## src/rtl/kbd_rx_pkg.sv

```systemverilog
// Shared definitions for the keyboard serial receiver and its byte FIFO.
package kbd_rx_pkg;

  localparam int DEF_CLKS_PER_BIT = 16;
  localparam int DEF_DEPTH        = 8;

  typedef enum logic [1:0] {
    ST_IDLE  = 2'd0,
    ST_START = 2'd1,
    ST_DATA  = 2'd2,
    ST_STOP  = 2'd3
  } rx_state_e;

endpackage

```

## src/rtl/sync_fifo.sv

```systemverilog
// 8-bit first-word fall-through FIFO; level alone tells full from empty.
module sync_fifo
  import kbd_rx_pkg::*;
#(
  parameter int DEPTH = DEF_DEPTH
) (
  input  logic       clk,
  input  logic       rstT,
  input  logic       push,
  input  logic       pop,
  input  logic [7:0] wdata,
  output logic [7:0] rdata,
  output logic       full,
  output logic       empty,
  output logic [4:0] level
);

  localparam int          PW       = $clog2(DEPTH);
  localparam logic [4:0]  LVL_FULL = 5'(DEPTH);

  logic [PW-1:0] wr_ptr_q, wr_ptr_d;
  logic [PW-1:0] rd_ptr_q, rd_ptr_d;
  logic [4:0]    level_q, level_d;
  logic [7:0]    mem_q [DEPTH];
  logic          do_push, do_pop;

  assign full    = (level_q == LVL_FULL);
  assign empty   = (level_q == 5'd0);
  assign level   = level_q;
  // A pop frees the slot the simultaneous push needs, so full only blocks a lone push.
  assign do_pop  = pop && !empty;
  assign do_push = push && (!full || do_pop);
  assign rdata   = empty ? 8'h00 : mem_q[rd_ptr_q];

  always_comb begin
    wr_ptr_d = wr_ptr_q;
    rd_ptr_d = rd_ptr_q;
    level_d  = level_q;
    if (do_push) wr_ptr_d = wr_ptr_q + PW'(1);
    if (do_pop)  rd_ptr_d = rd_ptr_q + PW'(1);
    unique case ({do_push, do_pop})
      2'b10:   level_d = level_q + 5'd1;
      2'b01:   level_d = level_q - 5'd1;
      default: level_d = level_q;
    endcase
  end

  always_ff @(posedge clk or posedge rstT) begin
    if (rstT) begin
      wr_ptr_q <= '0;
      rd_ptr_q <= '0;
      level_q  <= '0;
    end else begin
      wr_ptr_q <= wr_ptr_d;
      rd_ptr_q <= rd_ptr_d;
      level_q  <= level_d;
    end
  end

  always_ff @(posedge clk) begin
    if (do_push) mem_q[wr_ptr_q] <= wdata;
  end

endmodule

```

## src/rtl/kbd_rx_fifo.sv

```systemverilog
// 8N1 keyboard receiver feeding a small FIFO that the CPU drains via INP.
module kbd_rx_fifo
  import kbd_rx_pkg::*;
#(
  parameter int CLKS_PER_BIT = DEF_CLKS_PER_BIT,
  parameter int DEPTH        = DEF_DEPTH
) (
  input  logic       clk,
  input  logic       rstT,
  input  logic       rxd,
  input  logic       inp_take,
  input  logic       clr_err,
  output logic [7:0] keyboard,
  output logic       en_inp,
  output logic [4:0] level,
  output logic       overrun,
  output logic       frame_err
);

  localparam int          CW      = $clog2(CLKS_PER_BIT);
  localparam logic [CW-1:0] HALF_M1 = CW'(CLKS_PER_BIT / 2 - 1);
  localparam logic [CW-1:0] FULL_M1 = CW'(CLKS_PER_BIT - 1);

  rx_state_e     state_q, state_d;
  logic [1:0]    sync_q, sync_d;
  logic          prev_q, prev_d;
  logic [CW-1:0] baud_q, baud_d;
  logic [2:0]    bit_q, bit_d;
  logic [7:0]    shift_q, shift_d;
  logic          overrun_q, overrun_d;
  logic          frame_err_q, frame_err_d;
  logic          rxs, fall, baud_zero, push, fe_set, ov_set;
  logic          fifo_full, fifo_empty;

  assign rxs       = sync_q[1];
  assign fall      = prev_q && !rxs;
  assign baud_zero = (baud_q == '0);

  // State register
  always_ff @(posedge clk or posedge rstT) begin
    if (rstT) state_q <= ST_IDLE;
    else      state_q <= state_d;
  end

  // Next-state logic
  always_comb begin
    state_d = state_q;
    unique case (state_q)
      ST_IDLE:  if (fall) state_d = ST_START;
      ST_START: if (baud_zero) state_d = rxs ? ST_IDLE : ST_DATA;
      ST_DATA:  if (baud_zero && bit_q == 3'd7) state_d = ST_STOP;
      ST_STOP:  if (baud_zero) state_d = ST_IDLE;
    endcase
  end

  // Output / datapath logic
  always_comb begin
    sync_d  = {sync_q[0], rxd};
    prev_d  = rxs;
    baud_d  = baud_q;
    bit_d   = bit_q;
    shift_d = shift_q;
    push    = 1'b0;
    fe_set  = 1'b0;
    unique case (state_q)
      ST_IDLE: begin
        if (fall) begin
          baud_d = HALF_M1;
          bit_d  = 3'd0;
        end
      end
      ST_START: baud_d = baud_zero ? FULL_M1 : baud_q - CW'(1);
      ST_DATA: begin
        if (baud_zero) begin
          shift_d[bit_q] = rxs;
          bit_d          = bit_q + 3'd1;
          baud_d         = FULL_M1;
        end else begin
          baud_d = baud_q - CW'(1);
        end
      end
      ST_STOP: begin
        if (baud_zero) begin
          push   = rxs;
          fe_set = !rxs;
        end else begin
          baud_d = baud_q - CW'(1);
        end
      end
    endcase
    // Full implies non-empty, so a coincident take always makes room.
    ov_set      = push && fifo_full && !inp_take;
    overrun_d   = (overrun_q && !clr_err) || ov_set;
    frame_err_d = (frame_err_q && !clr_err) || fe_set;
  end

  always_ff @(posedge clk or posedge rstT) begin
    if (rstT) begin
      sync_q      <= 2'b11;
      prev_q      <= 1'b1;
      baud_q      <= '0;
      bit_q       <= '0;
      overrun_q   <= 1'b0;
      frame_err_q <= 1'b0;
    end else begin
      sync_q      <= sync_d;
      prev_q      <= prev_d;
      baud_q      <= baud_d;
      bit_q       <= bit_d;
      overrun_q   <= overrun_d;
      frame_err_q <= frame_err_d;
    end
  end

  always_ff @(posedge clk) begin
    shift_q <= shift_d;
  end

  sync_fifo #(.DEPTH(DEPTH)) u_fifo (
    .clk   (clk),
    .rstT  (rstT),
    .push  (push),
    .pop   (inp_take),
    .wdata (shift_q),
    .rdata (keyboard),
    .full  (fifo_full),
    .empty (fifo_empty),
    .level (level)
  );

  assign en_inp    = !fifo_empty;
  assign overrun   = overrun_q;
  assign frame_err = frame_err_q;

endmodule
```

## config.mk

```make
export PLATFORM = sky130hd
export DESIGN_NAME = kbd_rx_fifo
export DESIGN_NICKNAME = d
export VERILOG_FILES = /design/src/rtl/kbd_rx_pkg.sv /design/src/rtl/sync_fifo.sv /design/src/rtl/kbd_rx_fifo.sv
export SDC_FILE = /design/constraint.sdc
export NUM_CORES = 1
export LEC_CHECK = 0
export ABC_CLOCK_PERIOD_IN_PS = 3950
export BUFFER_PORTS_ARGS = -buffer_cell sky130_fd_sc_hd__buf_2
export CORE_MARGIN = 3
export CORE_UTILIZATION = 40
export CTS_CLUSTER_SIZE = 14
export DETAILED_ROUTE_END_ITERATION = 7
export HOLD_SLACK_MARGIN = 0.05
export SYNTH_ARGS = -nofsm -noshare
export SYNTH_HDL_FRONTEND = slang
export SYNTH_SLANG_ARGS = --single-unit
```

## constraint.sdc

```tcl
create_clock -name clk -period 3.95 [get_ports clk]
set_input_delay 0.1975 -clock clk [delete_from_list [all_inputs] [get_ports clk]]
set_output_delay 0.1975 -clock clk [all_outputs]
set_load 0.05 [all_outputs]
```

==> results_dict.tcl, run 1 <==
set metrics [dict create \
    yosysTopAreaCellShare_pct 50.6 \
    synth_ff_type "edfxtp_1" \
    cap_violations 0 \
    outcome "completed" \
    syn_inst 274 \
    min_period_ps 3300 \
    use_met3_pct 3.35 \
    dp.cells 424 \
    end_kind "register" \
    grt_usage_pct 13.7 \
    tns_ps 0 \
    syn_area_mm2 0.00427 \
    antenna_cells 0 \
    ioPinCount 21 \
    grt_pass1_wl_mm 12.2 \
    start_util_pct 41.2 \
    place_congestion 0.825 \
    timing_hold_violations_final 0 \
    gr-usage-met1_pct 18.1 \
    fp.dieH_um 109 \
    stdcell_count 441 \
    antenna_found_initial 0 \
    power_density_mw_per_mm2 653 \
    drive_gt1_share_pct 23.0 \
    peakVddDrop_v 0.000352 \
    portBuffers 20 \
    die_x_um 109 \
    grt_max_degree 26 \
    post_cts_buffers 0 \
    synthesis.nets 294 \
    skew_ps 11.0 \
    dr.pass1.iters 4 \
    ant_nets 0 \
    wirelength_mm 7.49 \
    synth_common_cells "edfxtp_1, dfrtp_1, nor2_1, mux4_2, ha_1" \
    worst_pin_slew_ps 1040 \
    cts.sinks 97 \
    dp_hpwl_mm 5.02 \
    synth_edf_count 72 \
    crit_required_ps 4200 \
    p_total_mw 3.09 \
    root_buffer "clkbuf_8" \
    fp.coreArea_mm2 0.0104 \
    cts_max_level 3 \
    die_area_mm2 0.0120 \
    clk_latency_ps 360 \
    synth_cell_type_count 50 \
    drcViolationCount 0 \
    crit_path_max_incr_delay_ps 590 \
    ys_ff_latch 97 \
    rsz0062_at_grt "no" \
    grt_busiest_layer "met2" \
    synthTopCellsByArea "edfxtp_1, dfrtp_1, mux4_2" \
    max_slew_margin_pct 30.6 \
    path_cells "or4_4 > nor2_4 > inv_1 > nand2_1 > inv_1 > ha_1 > xor2_1 > ha_1 > or4_1 > o22ai_1 > a31oi_1 > xnor2_1" \
    area_growth_pct 11.0 \
    slew_violations 0 \
    hold_class "input port to async pin" \
    clockBufferDepth 2 \
    cpLargestDelayFamily "simple AND/OR/NAND/NOR gates" \
    yosysTopAreaCell "edfxtp_1" \
    crit_path_start_kind "register" \
    clk_pin_slew_ps 100 \
    clock.fmax_mhz 303 \
    finalCritPeriodShare_pct 83.5 \
    avgViaCountPerCell 5.24 \
    num_rows 37 \
    leakage_nw 1.72 \
    grt_pass1_vias 2301 \
    nets 320 \
    synth_most_common_cell "edfxtp_1" \
    synth_seq_area_share_pct 65.3 \
    wl_per_cell_um 17.0 \
    ys.warnings.count 0 \
    cp_num_buf_inv 2 \
    syn_area_per_cell_um2 15.6 \
    worst-setup-path-type "register to register" \
    critPathArrivalTime_ps 3550 \
    setup_viol 0 \
    async_flop_share_pct 25.8 \
    cp_slowest_cell "or4_4" \
    drt_iter0_markers 104 \
    cp_max_fo 10 \
    grt.overflow.total 0 \
    dr_total_vias 2309 \
    cts_buffers 9 \
    grtUsageMet2_pct 22.5 \
    cts_tree "yes" \
]
## through the flow
step / worst slack (ps) / cell area [um^2] / utilization, % / hold WS (ps)
2_1_floorplan: 404 / 4270 / - / 202
6_report: 653 / 4740 / 45.7 / 49.5
4_1_cts: 628 / 4740 / 45.7 / 71.3
3_3_place_gp: 754 / 4540 / 43.8 / 306
3_5_place_dp: 650 / 4540 / 43.8 / 304
5_1_grt: 402 / 4740 / 45.7 / 101
## metal layers
layer | up-vias | share of wire, %
met3 | 9 | 3.0
li1 | 1117 | -
met1 | 1138 | 46
met2 | 45 | 50
met4 | 0 | 0.99
met5 | - | 0
## worst register-to-register path: stages (launching register included)
cell     delay, ps
dfrtp_1        480
or4_4          600
nor2_4         270
inv_1          110
nand2_1        140
inv_1           80
ha_1           330
xor2_1         190
ha_1           230
or4_1          420
o22ai_1        140
a31oi_1         70
xnor2_1        130
## cells in the final DEF, fill, tap and decap left out, drive strengths merged, types with 2 or more instances in the layout
cell type,instances
edfxtp,72
nor2,23
buf,23
dfrtp,22
mux4,16
inv,16
ha,15
mux2i,10
clkbuf,9
nand2,8
nand2b,8
a21oi,8
o21ai,7
a22o,7
xnor2,6
nor3,6
mux2,4
clkinv,4
xor2,3
dfstp,3
nand3,2
nand3b,2
o22ai,2
a31oi,2
o31ai,2
nor4,2
or4,2
## path summary, 6_finish.rpt
kind,to,from,slack [ps],cells past startpoint
max,u_fifo.level[4],u_fifo.level[1],650,12
min,u_fifo.level[1],rstT,50,2
max reg2reg,u_fifo.level[4],u_fifo.level[1],650,12
min reg2reg,sync_q[1],sync_q[0],360,0
max in group asynchronous,bit_q[1],rstT,3300,2
min in group clk,overrun,inp_take,110,2
## power by group
part           switching [mW]  leakage (nW)  internal (mW)
clock network           0.362        0.0950          0.241
registers               0.203         0.950           1.16
logic                   0.672         0.677          0.456
## area by class of cell
type	instances	area, um^2
inverters	13	48.8
well taps	136	170
clock buffers	9	124
repair buffers	24	133
fillers	922	5630
flip-flops and latches	97	2790
clock inverters	7	63.8
multi-input cells	155	1410
## repair_timing
item / 4_1_cts / 5_1_grt
hold buffers: 1 / 0
endpoints found under the hold margin: 1 / 0
gates resized for setup: 0 / 0
## kinds of logic after synthesis
family / share of synthesized area (%)
AO/OA/AOI/OAI: 6.56
XOR/XNOR: 1.84
adder cells (fa/ha/maj): 4.39
buffers and inverters: 1.99
flip-flops: 65.3
multiplexers: 11.9
AND/OR/NAND/NOR: 7.97
## state kept, by name, indices dropped and copies added, names as in the netlist, 2 cells and up, named ones only
name / flops
u_fifo.wr_ptr_q: 3
u_fifo.level: 5
bit_q: 3
u_fifo.mem_q: 64
baud_q: 4
u_fifo.rd_ptr_q: 3
shift_q: 8
sync_q: 2
(Power assumes the default switching activity.)
==> run 2: changes to the inputs <==
- ABC_CLOCK_PERIOD_IN_PS: 3950 -> 3300
- clock period: 3.95 -> 3.3 ns (I/O delays scaled with it)
==> run 2 against run 1 <==
  * Hold slack worse by 25 ps
  * Count of clock-buffer cells in the layout did not move
  * Clock skew grew 2.9 ps
  * Sequential cell count stayed put
  * Maximum frequency is 10% higher
==> results_dict.tcl, run 2 (same netlist as run 1, synthesis figures left out) <==
set metrics [dict create \
    largest_reg_flops 64 \
    seqPwrFrac_pct 42.6 \
    drt_iter0_markers 153 \
    crit_path_max_incr_delay_ps 570 \
    grt.overflow.total 0 \
    grt_usage_pct 13.6 \
    grt_pass1_wl_mm 12.0 \
    cts_max_level 3 \
    cts_buffers 9 \
    end_kind "register" \
    p_total_mw 3.71 \
    switching_share_pct 39.7 \
    dpl_cell_area_mm2 0.00462 \
    cp_num_buf_inv 0 \
    layout_commonest_cell "edfxtp_1" \
    hold_class "input port to async pin" \
    leakage_nw 1.75 \
    cp_max_fo 10 \
    crit_required_ps 3540 \
    num_rows 37 \
    rrSetupSlack_ps 310 \
    pwr-share-clk_pct 19.1 \
    area_growth_pct 12.5 \
    timing_hold_violations_final 0 \
    cts_tree "yes" \
    rsz0062_at_grt "no" \
    fp.dieH_um 109 \
    r2r-start "u_fifo.level[1]" \
    reg2regPathDepth 7 \
    clock.fmax_mhz 335 \
    cp_slowest_cell "or4_1" \
    whs_ps 24.2 \
    dp_slack_ps 311 \
    clockBufferDepth 2 \
    peakVddDrop_v 0.000406 \
    regMostFlops "u_fifo.mem_q" \
    avgViaCountPerCell 5.23 \
    antenna_found_initial 0 \
    antenna_cells 0 \
    start_util_pct 41.2 \
    grt_pass1_vias 2321 \
    nets 328 \
    fin_ws_ps 312 \
    dp_hpwl_mm 5.11 \
    ioPinCount 21 \
    crit_path_start_kind "register" \
    root_buffer "clkbuf_8" \
    clk_latency_ps 350 \
    dr.pass1.iters 4 \
    fp.coreArea_mm2 0.0104 \
    skew_ps 14.0 \
    outcome "completed" \
    worst-setup-path-type "register to register" \
    die_area_mm2 0.0120 \
    die_x_um 109 \
    postLayoutCellArea_mm2 0.00481 \
    cts.sinks 97 \
    tns_ps 0 \
    ant_nets 0 \
    r2r-end "u_fifo.level[4]" \
    portBuffers 20 \
    drcViolationCount 0 \
    final_cell_mix "edfxtp_1, nor2_1, buf_2" \
    dp.cells 432 \
    cap_violations 0 \
    setup_viol 0 \
    worst_pin_slew_ps 966 \
    path_cells "or4_4 > o311ai_4 > ha_1 > or4_1 > o22ai_1 > a31oi_1 > xnor2_1" \
    grt_max_degree 26 \
    min_period_ps 2990 \
    fill_cells 935 \
    wl_per_cell_um 16.8 \
    combPwrFrac_pct 38.3 \
    wirelength_mm 7.57 \
    max_slew_margin_pct 35.5 \
    clk_pin_slew_ps 100 \
    critPathArrivalTime_ps 3220 \
    drive_gt1_share_pct 26.8 \
    power_density_mw_per_mm2 772 \
    finalCritPeriodShare_pct 90.5 \
    place_congestion 0.870 \
    dr_total_vias 2349 \
    finish.utilization_pct 46.4 \
    p_int_mw 2.24 \
    slew_violations 0 \
    p_switching_mw 1.48 \
    cpLargestDelayFamily "simple AND/OR/NAND/NOR gates" \
    stdcell_count 449 \
]
-- run 2: cell types whose count changed in the layout (fill, tap and decap cells not counted), sizes merged --
cell	previous run	this run
buf	23	31
clkinv	4	1
clkinvlp	0	2
inv	16	17
-- run 2: power by group through the flow --
| stage | registers (mW) | clock network (mW) | logic [mW] |
|---|---|---|---|
| after CTS | 1.59 | 0.738 | 1.44 |
| after global placement | 1.61 | 0 | 1.42 |
| after detailed placement | 1.62 | 0 | 1.44 |
| final | 1.58 | 0.710 | 1.42 |
| after floorplan | 1.62 | 0 | 1.12 |
| after global routing | 1.61 | 0.801 | 1.55 |
-- run 2: layout make-up --
class / count / area, um^2 / area share, %
Clock buffer: 9 / 124 / 2.58
Clock inverter: 7 / 57.6 / 1.20
Inverter: 13 / 52.6 / 1.09
Multi-Input combinational cell: 155 / 1410 / 29.4
Sequential cell: 97 / 2800 / 58.2
Tap cell: 136 / 170 / 3.54
Timing Repair Buffer: 32 / 193 / 4.01
-- run 2: worst max-delay path by stage --
stage / to / depth (start not counted) / slack [ps] / startpoint
3_5_place_dp: u_fifo.level[4] / 7 / 310 / u_fifo.level[0]
2_1_floorplan: u_fifo.level[4] / 13 / -50 / u_fifo.level[4]
6_report: u_fifo.level[4] / 7 / 310 / u_fifo.level[1]
4_1_cts: u_fifo.level[4] / 7 / 300 / u_fifo.level[4]
3_3_place_gp: u_fifo.level[4] / 7 / 360 / u_fifo.level[0]
5_1_grt: u_fifo.level[4] / 7 / 130 / u_fifo.level[0]
-- run 2: metal layers --
metal / share of wire (%) / global-route usage [%] / vias up
met2: 51 / 22.5 / 38
met5: 0 / 0 / -
met1: 45 / 18.0 / 1180
met4: 0.89 / 3.74 / 0
li1: - / - / 1124
met3: 3.2 / 3.35 / 7
-- run 2: what timing repair did --
action                                 in CTS  in global routing
resized for setup                           0                  0
hold buffers                                1                  0
setup buffers                               0                  0
endpoints found under the hold margin       1                  0
setup endpoints to repair                   0                  0
